`config.mk`:
```
export PLATFORM = sky130hd
export DESIGN_NAME = dma_req_arbiter_flat
export DESIGN_NICKNAME = d
export VERILOG_FILES = /design/src/rtl/dma_req_arbiter_pkg.sv /design/src/rtl/dma_req_arbiter_if.sv /design/src/rtl/dma_req_arbiter_rr_arbiter.sv /design/src/rtl/dma_req_arbiter.sv /design/src/flat_wrapper.sv
export SDC_FILE = /design/constraint.sdc
export NUM_CORES = 1
export LEC_CHECK = 0
export ABC_AREA = 1
export BUFFER_PORTS_ARGS = -buffer_cell sky130_fd_sc_hd__buf_4
export CAP_MARGIN = 15
export CORE_AREA = 10 10 501 503
export DETAILED_ROUTE_END_ITERATION = 6
export DIE_AREA = 0 0 511 513
export PLACE_DENSITY = 0.32
export SLEW_MARGIN = 30
export SYNTH_ARGS = -nofsm -noshare
export SYNTH_HDL_FRONTEND = slang
export SYNTH_SLANG_ARGS = --single-unit
```
`constraint.sdc`:
```
create_clock -name clk -period 3.3 [get_ports clk]
set_input_delay 0.33 -clock clk [delete_from_list [all_inputs] [get_ports clk]]
set_output_delay 0.33 -clock clk [all_outputs]
set_load 0.05 [all_outputs]
```
`src/rtl/dma_req_arbiter_pkg.sv`:
```
// Shared types and constants for the DMA request arbiter: FSM encoding,
// default bus widths and a constant-foldable clog2 helper.
package dma_req_arbiter_pkg;

    localparam int unsigned DEF_N_REQ = 4;
    localparam int unsigned DEF_AW    = 27;
    localparam int unsigned DEF_DW    = 512;

    typedef enum logic [1:0] {
        IDLE  = 2'd0,
        ISSUE = 2'd1,
        XFER  = 2'd2
    } state_t;

    // Never returns 0 so that index fields stay at least one bit wide.
    function automatic int unsigned clog2(input int unsigned value);
        int unsigned width = 1;
        while ((32'd1 << width) < value) begin
            width = width + 1;
        end
        return width;
    endfunction

endpackage

```
`src/rtl/dma_req_arbiter_if.sv`:
```
// Bundle of requester-side and engineer-side signals around the arbiter.
// master is the arbiter's view; slave is the view of the surrounding logic.
interface dma_req_arbiter_if
    import dma_req_arbiter_pkg::*;
#(
    parameter int unsigned N_REQ = DEF_N_REQ,
    parameter int unsigned AW    = DEF_AW,
    parameter int unsigned DW    = DEF_DW
) ();
    localparam int unsigned IW = clog2(N_REQ);

    logic [N_REQ-1:0]    req_vec;
    logic [N_REQ*AW-1:0] req_start_addr;
    logic [N_REQ*AW-1:0] req_length;
    logic [N_REQ-1:0]    ack_vec;
    logic [N_REQ-1:0]    dout_en_vec;
    logic [N_REQ-1:0]    dout_eop_vec;
    logic [DW-1:0]       dout;

    logic                dma_req;
    logic                dma_ack;
    logic [AW-1:0]       dma_start_addr;
    logic [AW-1:0]       dma_length;
    logic                dma_dout_en;
    logic                dma_dout_eop;
    logic [DW-1:0]       dma_dout;

    logic [IW-1:0]       grant_id;
    logic                busy;
    logic                err_stray;

    modport master (
        input  req_vec, req_start_addr, req_length,
        output ack_vec, dout_en_vec, dout_eop_vec, dout,
        output dma_req, dma_start_addr, dma_length,
        input  dma_ack, dma_dout_en, dma_dout_eop, dma_dout,
        output grant_id, busy, err_stray
    );

    modport slave (
        output req_vec, req_start_addr, req_length,
        input  ack_vec, dout_en_vec, dout_eop_vec, dout,
        input  dma_req, dma_start_addr, dma_length,
        output dma_ack, dma_dout_en, dma_dout_eop, dma_dout,
        input  grant_id, busy, err_stray
    );

endinterface

```
`src/rtl/dma_req_arbiter_rr_arbiter.sv`:
```
// Combinational round-robin picker: first requester at or after rr_ptr wins,
// returned both as a one-hot vector and as an index.
module rr_arbiter #(
    parameter int unsigned N_REQ = 4,
    parameter int unsigned IW    = 2
) (
    input  logic [N_REQ-1:0] req_vec,
    input  logic [IW-1:0]    rr_ptr,
    output logic [N_REQ-1:0] winner,
    output logic [IW-1:0]    winner_idx,
    output logic             valid
);

    logic [IW-1:0] cand;

    always_comb begin
        winner     = '0;
        winner_idx = '0;
        valid      = 1'b0;
        cand       = '0;
        for (int unsigned off = 0; off < N_REQ; off++) begin
            cand = IW'((32'(rr_ptr) + off) % N_REQ);
            if (!valid && req_vec[cand]) begin
                valid        = 1'b1;
                winner_idx   = cand;
                winner[cand] = 1'b1;
            end
        end
    end

endmodule

```
`src/rtl/dma_req_arbiter.sv`:
```
// Shares one DMA engineer between N_REQ layer controllers: round-robin grant,
// latched request parameters, and routing of the engineer's data strobes.
module dma_req_arbiter
    import dma_req_arbiter_pkg::*;
#(
    parameter int unsigned N_REQ = DEF_N_REQ,
    parameter int unsigned AW    = DEF_AW,
    parameter int unsigned DW    = DEF_DW
) (
    input  logic              clk,
    input  logic              rst,
    dma_req_arbiter_if.master bus
);

    localparam int unsigned IW = clog2(N_REQ);

    state_t           state;
    logic [IW-1:0]    grant_id;
    logic [IW-1:0]    rr_ptr;
    logic [AW-1:0]    start_addr;
    logic [AW-1:0]    length;
    logic             dma_req;
    logic             busy;
    logic             err_stray;
    logic [N_REQ-1:0] zl_ack;

    logic [N_REQ-1:0] win_onehot;
    logic [IW-1:0]    win_idx;
    logic             win_valid;
    logic [AW-1:0]    win_addr;
    logic [AW-1:0]    win_len;
    logic             arb_en;

    logic [N_REQ-1:0] grant_oh;
    logic [N_REQ-1:0] ack;
    logic [N_REQ-1:0] en_vec;
    logic [N_REQ-1:0] eop_vec;

    function automatic logic [IW-1:0] next_ptr(input logic [IW-1:0] id);
        return (32'(id) == N_REQ - 1) ? '0 : id + IW'(1);
    endfunction

    rr_arbiter #(
        .N_REQ (N_REQ),
        .IW    (IW)
    ) u_rr_arbiter (
        .req_vec    (bus.req_vec),
        .rr_ptr     (rr_ptr),
        .winner     (win_onehot),
        .winner_idx (win_idx),
        .valid      (win_valid)
    );

    // The cycle carrying a zero-length ack is not arbitrated: the acked
    // requester still has its request raised during it.
    assign arb_en   = (state == IDLE) && (zl_ack == '0);
    assign win_addr = bus.req_start_addr[32'(win_idx) * AW +: AW];
    assign win_len  = bus.req_length[32'(win_idx) * AW +: AW];

    always_ff @(posedge clk) begin
        if (rst) begin
            state      <= IDLE;
            grant_id   <= '0;
            rr_ptr     <= '0;
            start_addr <= '0;
            length     <= '0;
            dma_req    <= 1'b0;
            busy       <= 1'b0;
            err_stray  <= 1'b0;
            zl_ack     <= '0;
        end else begin
            err_stray <= bus.dma_dout_en && (state != XFER);
            zl_ack    <= '0;
            case (state)
                IDLE: begin
                    if (arb_en && win_valid) begin
                        grant_id   <= win_idx;
                        start_addr <= win_addr;
                        length     <= win_len;
                        if (win_len == '0) begin
                            zl_ack <= win_onehot;
                            rr_ptr <= next_ptr(win_idx);
                        end else begin
                            state   <= ISSUE;
                            dma_req <= 1'b1;
                            busy    <= 1'b1;
                        end
                    end
                end
                ISSUE: begin
                    if (bus.dma_ack) begin
                        state   <= XFER;
                        dma_req <= 1'b0;
                    end
                end
                XFER: begin
                    if (bus.dma_dout_en && bus.dma_dout_eop) begin
                        state  <= IDLE;
                        busy   <= 1'b0;
                        rr_ptr <= next_ptr(grant_id);
                    end
                end
                default: begin
                    state   <= IDLE;
                    dma_req <= 1'b0;
                    busy    <= 1'b0;
                end
            endcase
        end
    end

    // Requester-facing strobes follow the engineer in the same cycle.
    always_comb begin
        grant_oh           = '0;
        grant_oh[grant_id] = 1'b1;
        ack                = '0;
        en_vec             = '0;
        eop_vec            = '0;
        if (!rst) begin
            ack = zl_ack;
            if ((state == ISSUE) && bus.dma_ack) begin
                ack = grant_oh;
            end
            if (state == XFER) begin
                if (bus.dma_dout_en) begin
                    en_vec = grant_oh;
                end
                if (bus.dma_dout_eop) begin
                    eop_vec = grant_oh;
                end
            end
        end
    end

    assign bus.ack_vec        = ack;
    assign bus.dout_en_vec    = en_vec;
    assign bus.dout_eop_vec   = eop_vec;
    assign bus.dout           = bus.dma_dout;
    assign bus.dma_req        = dma_req;
    assign bus.dma_start_addr = start_addr;
    assign bus.dma_length     = length;
    assign bus.grant_id       = grant_id;
    assign bus.busy           = busy;
    assign bus.err_stray      = err_stray;

endmodule

```
`src/flat_wrapper.sv`:
```
// flat-port wrapper written by rule: the top's interface ports become plain ports
module dma_req_arbiter_flat import dma_req_arbiter_pkg::*;
#(
    parameter int unsigned N_REQ = DEF_N_REQ,
    parameter int unsigned AW    = DEF_AW,
    parameter int unsigned DW    = DEF_DW
)
  (clk, rst, bus_req_vec, bus_req_start_addr, bus_req_length, bus_ack_vec, bus_dout_en_vec, bus_dout_eop_vec, bus_dout, bus_dma_req, bus_dma_start_addr, bus_dma_length, bus_dma_ack, bus_dma_dout_en, bus_dma_dout_eop, bus_dma_dout, bus_grant_id, bus_busy, bus_err_stray);
  dma_req_arbiter_if #(.N_REQ(N_REQ), .AW(AW), .DW(DW)) bus_i ();
  input  logic clk;
  input  logic rst;
  input wire logic [$bits(bus_i.req_vec)-1:0] bus_req_vec;
  input wire logic [$bits(bus_i.req_start_addr)-1:0] bus_req_start_addr;
  input wire logic [$bits(bus_i.req_length)-1:0] bus_req_length;
  output wire logic [$bits(bus_i.ack_vec)-1:0] bus_ack_vec;
  output wire logic [$bits(bus_i.dout_en_vec)-1:0] bus_dout_en_vec;
  output wire logic [$bits(bus_i.dout_eop_vec)-1:0] bus_dout_eop_vec;
  output wire logic [$bits(bus_i.dout)-1:0] bus_dout;
  output wire logic [$bits(bus_i.dma_req)-1:0] bus_dma_req;
  output wire logic [$bits(bus_i.dma_start_addr)-1:0] bus_dma_start_addr;
  output wire logic [$bits(bus_i.dma_length)-1:0] bus_dma_length;
  input wire logic [$bits(bus_i.dma_ack)-1:0] bus_dma_ack;
  input wire logic [$bits(bus_i.dma_dout_en)-1:0] bus_dma_dout_en;
  input wire logic [$bits(bus_i.dma_dout_eop)-1:0] bus_dma_dout_eop;
  input wire logic [$bits(bus_i.dma_dout)-1:0] bus_dma_dout;
  output wire logic [$bits(bus_i.grant_id)-1:0] bus_grant_id;
  output wire logic [$bits(bus_i.busy)-1:0] bus_busy;
  output wire logic [$bits(bus_i.err_stray)-1:0] bus_err_stray;
  assign bus_i.req_vec = bus_req_vec;
  assign bus_i.req_start_addr = bus_req_start_addr;
  assign bus_i.req_length = bus_req_length;
  assign bus_ack_vec = bus_i.ack_vec;
  assign bus_dout_en_vec = bus_i.dout_en_vec;
  assign bus_dout_eop_vec = bus_i.dout_eop_vec;
  assign bus_dout = bus_i.dout;
  assign bus_dma_req = bus_i.dma_req;
  assign bus_dma_start_addr = bus_i.dma_start_addr;
  assign bus_dma_length = bus_i.dma_length;
  assign bus_i.dma_ack = bus_dma_ack;
  assign bus_i.dma_dout_en = bus_dma_dout_en;
  assign bus_i.dma_dout_eop = bus_dma_dout_eop;
  assign bus_i.dma_dout = bus_dma_dout;
  assign bus_grant_id = bus_i.grant_id;
  assign bus_busy = bus_i.busy;
  assign bus_err_stray = bus_i.err_stray;
  dma_req_arbiter #(.N_REQ(N_REQ), .AW(AW), .DW(DW)) u_core (.clk(clk), .rst(rst), .bus(bus_i));
endmodule
```
==> reports/qor.yml <==
detailed_routing:
  drc_errors: 0
  totalWireLength_microns: 125100
  dr.pass1.iters: 5
  drtIter0Drc: 360
  dr_total_vias: 7704
  wl_per_cell_microns: 29.44
  viasPerCell: 1.813
  ant_nets: 0
cts:
  clkTransAtPathRegs_ps: 70
  cts.path.max_buffers: 2
  htreeDepth: 3
  cts.sinks: 67
  cts_root_buf: "clkbuf_16"
  worstSkewPairLatency_ps: 380
  cts-buffers-inserted: 9
  cts_tree: "yes"
worst_hold_path:
  min_to: "u_core.bus.dma_start_addr[3]"
  min_path_type: "in -> reg"
  hold_depth: 3
  min_from: "bus_req_start_addr[57]"
global_route:
  antenna_found_initial: 7
  grt-ovfl-total: 0
  grt_max_degree: 50
  grt_usage_pct: 8.984
  grt_pass1_wl_microns: 143700
  first_global_vias: 8360
logic_synthesis:
  synth_area_sq_um: 8830
  syn_area_per_cell_sq_um: 6.947
  synth_cell_types: 36
  ys_top_cells_by_area: "buf_4 (44%), dfxtp_1 (15%), nand2_1 (7.4%)"
  synth-seq-cells: 67
  yosysWarnings: 0
  syn_inst: 1271
  yosysSeqAreaShare_pct: 15.19
  synth_top_area_share_pct: 44.21
  yosysTopAreaCell: "buf_4"
  synth_nets: 2016
critical_path:
  endpoint_kind: "register"
  reg2reg_to: "u_core.rr_ptr[0]"
  path_cells: "inv_2 -> ha_4 -> inv_2 -> nand3_1 -> nand2_2 -> nand3_4 -> nor2_8 -> nand2_1 -> o21ai_4 -> buf_12 -> buf_12 -> nand3_1 -> nand2_2 -> nand2_1 -> nor2_1 -> nand2_2 -> nor2_4 -> nand2_1 -> nand2_1 -> nand2_2 -> o21ai_1 -> nor2_1"
  reg2reg_depth: 22
  crit_type: "reg -> reg"
  path_delay_family: "simple AND/OR/NAND/NOR gates"
  crit_buf_inv: 4
  arrival_ps: 3290
  start_kind: "register"
  crit_slowest_cell: "dfxtp_1"
  slowest_delay_ps: 340
  path_max_fanout: 6
  r2r_slack_ps: 290
  cp.required_ps: 3580
  r2r_start: "u_core.rr_ptr[0]"
floorplan:
  die_h_microns: 513
  num_rows: 180
  core_sq_um: 240300
  die_w_microns: 511
  start_util_pct: 3.674
  die_area_sq_um: 262100
  io_pins: 1320
timing:
  rsz0062_at_grt: "no"
  slew_violations: 0
  fin_tns_setup_ps: 0
  final_hold_viol_count: 0
  finalSetupViolCount: 0
  layout_min_cycle_time_ps: 3009
  fin_crit_sh_pct: 91.17
  fmax_mhz: 332.4
  max_slew_margin_pct: 63.03
  skew_ps: 7.640
  tightest_slew_ps: 554.5
placement:
  dp_hpwl_microns: 116500
  place_area_sq_um: 11330
  portBuffers: 295
  place_congestion: 0.7942
cells_and_area:
  final_core_util_pct: 4.925
  drive_above_1_share_pct: 36.88
  design_area_sq_um: 11830
  final_nets: 1803
  syn2layout_area_growth_pct: 34.02
power:
  power_density_nw_per_um2: 658.4
  peakVddDrop_mv: 0.2831
  p_switching_uw: 4386
  p_int_uw: 3405
  cellLeakagePower_uw: 0.004244
  p_sw_share_pct: 56.29
  p_comb_share_pct: 69.8
  sequentialPowerShare_pct: 17.2
  power_uw: 7791
  clockPowerShare_pct: 13.0
job:
  maxCapViolCount: 0
status:
  outcome: "completed"
## sequential cells by signal, summed over array words and instances (netlist names)
signal	cells
u_core.bus.dma_req	1
u_core.zl_ack	4
u_core.bus.err_stray	1
u_core.state	2
u_core.bus.grant_id	2
u_core.bus.dma_length	27
u_core.rr_ptr	2
u_core.bus.dma_start_addr	27
u_core.bus.busy	1
## power by group through the flow
stage / sequential [uW] / clock (uW) / combinational, uW
floorplan: 2320 / 0 / 3600
CTS: 1350 / 1070 / 5450
global placement: 1360 / 0 / 5440
finish: 1340 / 1010 / 5430
global route: 1380 / 1070 / 5910
detailed placement: 1360 / 0 / 5430
## kinds of logic (layout without fill, tap and decap cells)
group                    Yosys count  after routing  share of synthesized area (%)
AO/OA/AOI/OAI                    139            139                          10.53
other                              0              1                              0
multiplexers                      27             27                          3.061
buffers and inverters            657            449                          50.73
flip-flops                        67             67                          15.19
adder cells (fa/ha/maj)            8              8                          1.134
AND/OR/NAND/NOR                  373            373                          19.36
## cells in the final DEF (no fill, tap or decap), types with 2 or more instances in the layout
master,instances
nand4_1,51
buf_4,329
a21oi_1,15
dfxtp_1,67
o221ai_1,22
buf_12,13
clkinv_2,2
nand2_1,167
nor2_4,3
nor2_1,52
inv_2,3
nand2_2,13
o21ai_0,38
nand3_1,65
nor3_1,15
ha_1,7
a221oi_1,2
inv_6,3
a211oi_1,4
o21ai_1,3
buf_6,2
o211ai_1,49
inv_1,80
o22ai_1,4
nand3_4,2
clkbuf_16,12
mux2i_1,27
## synthesized netlist by cell type, drive strengths merged
cell,count
buf,545
nand2,180
inv,85
dfxtp,67
nand3,67
nor2,57
nand4,52
o211ai,49
o21ai,42
mux2i,27
clkbuf,26
o221ai,22
a21oi,15
nor3,15
ha,8
a211oi,4
o22ai,4
a221oi,2
a21boi,1
clkinv,1
nand3b,1
or2,1
## metal layers
metal  track usage (%)  wire [microns]  vias up
li1                  -               -     3223
met1             4.815           23820     3178
met2             15.07           58510     1025
met3             12.01           35930      268
met4             4.081            6244       10
met5             1.550             574        -
## stage by stage
stage / instances / setup slack, ps / hold WS (ps)
after CTS: 4236 / 49.55 / 168.4
after global placement: 4220 / -98.55 / 459.7
after floorplan: 1271 / 511.7 / 477.7
final: 4249 / 291.5 / 189.1
after global routing: 4249 / 60.09 / 207.7
after detailed placement: 4220 / -82.14 / 468.0
## how the worst max path moves through the flow
stage,start,endpoint,cells past startpoint
global placement,u_core.rr_ptr[0],u_core.rr_ptr[0],22
finish,u_core.rr_ptr[0],u_core.rr_ptr[0],22
detailed placement,u_core.rr_ptr[0],u_core.rr_ptr[0],21
floorplan,u_core.rr_ptr[0],u_core.bus.dma_start_addr[25],17
global route,u_core.rr_ptr[0],u_core.rr_ptr[1],22
CTS,u_core.rr_ptr[0],u_core.rr_ptr[0],21
## worst register-to-register path, cell delays in order, from the launching register on
cell,delay [ps]
dfxtp_1,340
inv_2,60
ha_4,250
inv_2,80
nand3_1,80
nand2_2,150
nand3_4,120
nor2_8,160
nand2_1,100
o21ai_4,80
buf_12,160
buf_12,130
nand3_1,150
nand2_2,120
nand2_1,110
nor2_1,130
nand2_2,150
nor2_4,130
nand2_1,80
nand2_1,80
nand2_2,60
o21ai_1,120
nor2_1,50
## layout make-up
type	count	area, sq um
Antenna cell	1	2.502
Fill cell	28540	228500
Clock buffer	10	239.0
Inverter	86	326.6
Tap cell	3185	3985
Timing Repair Buffer	347	2828
Multi-Input combinational cell	547	3064
Sequential cell	67	1341
Clock inverter	6	47.55
## what timing repair did
action	4_1_cts	5_1_grt
pin swaps	0	7
endpoints found under the setup margin	8	9
hold buffers	0	0
gates resized for setup	3	12
setup buffers	0	8
cloned	0	4
(Power assumes the default switching activity.)
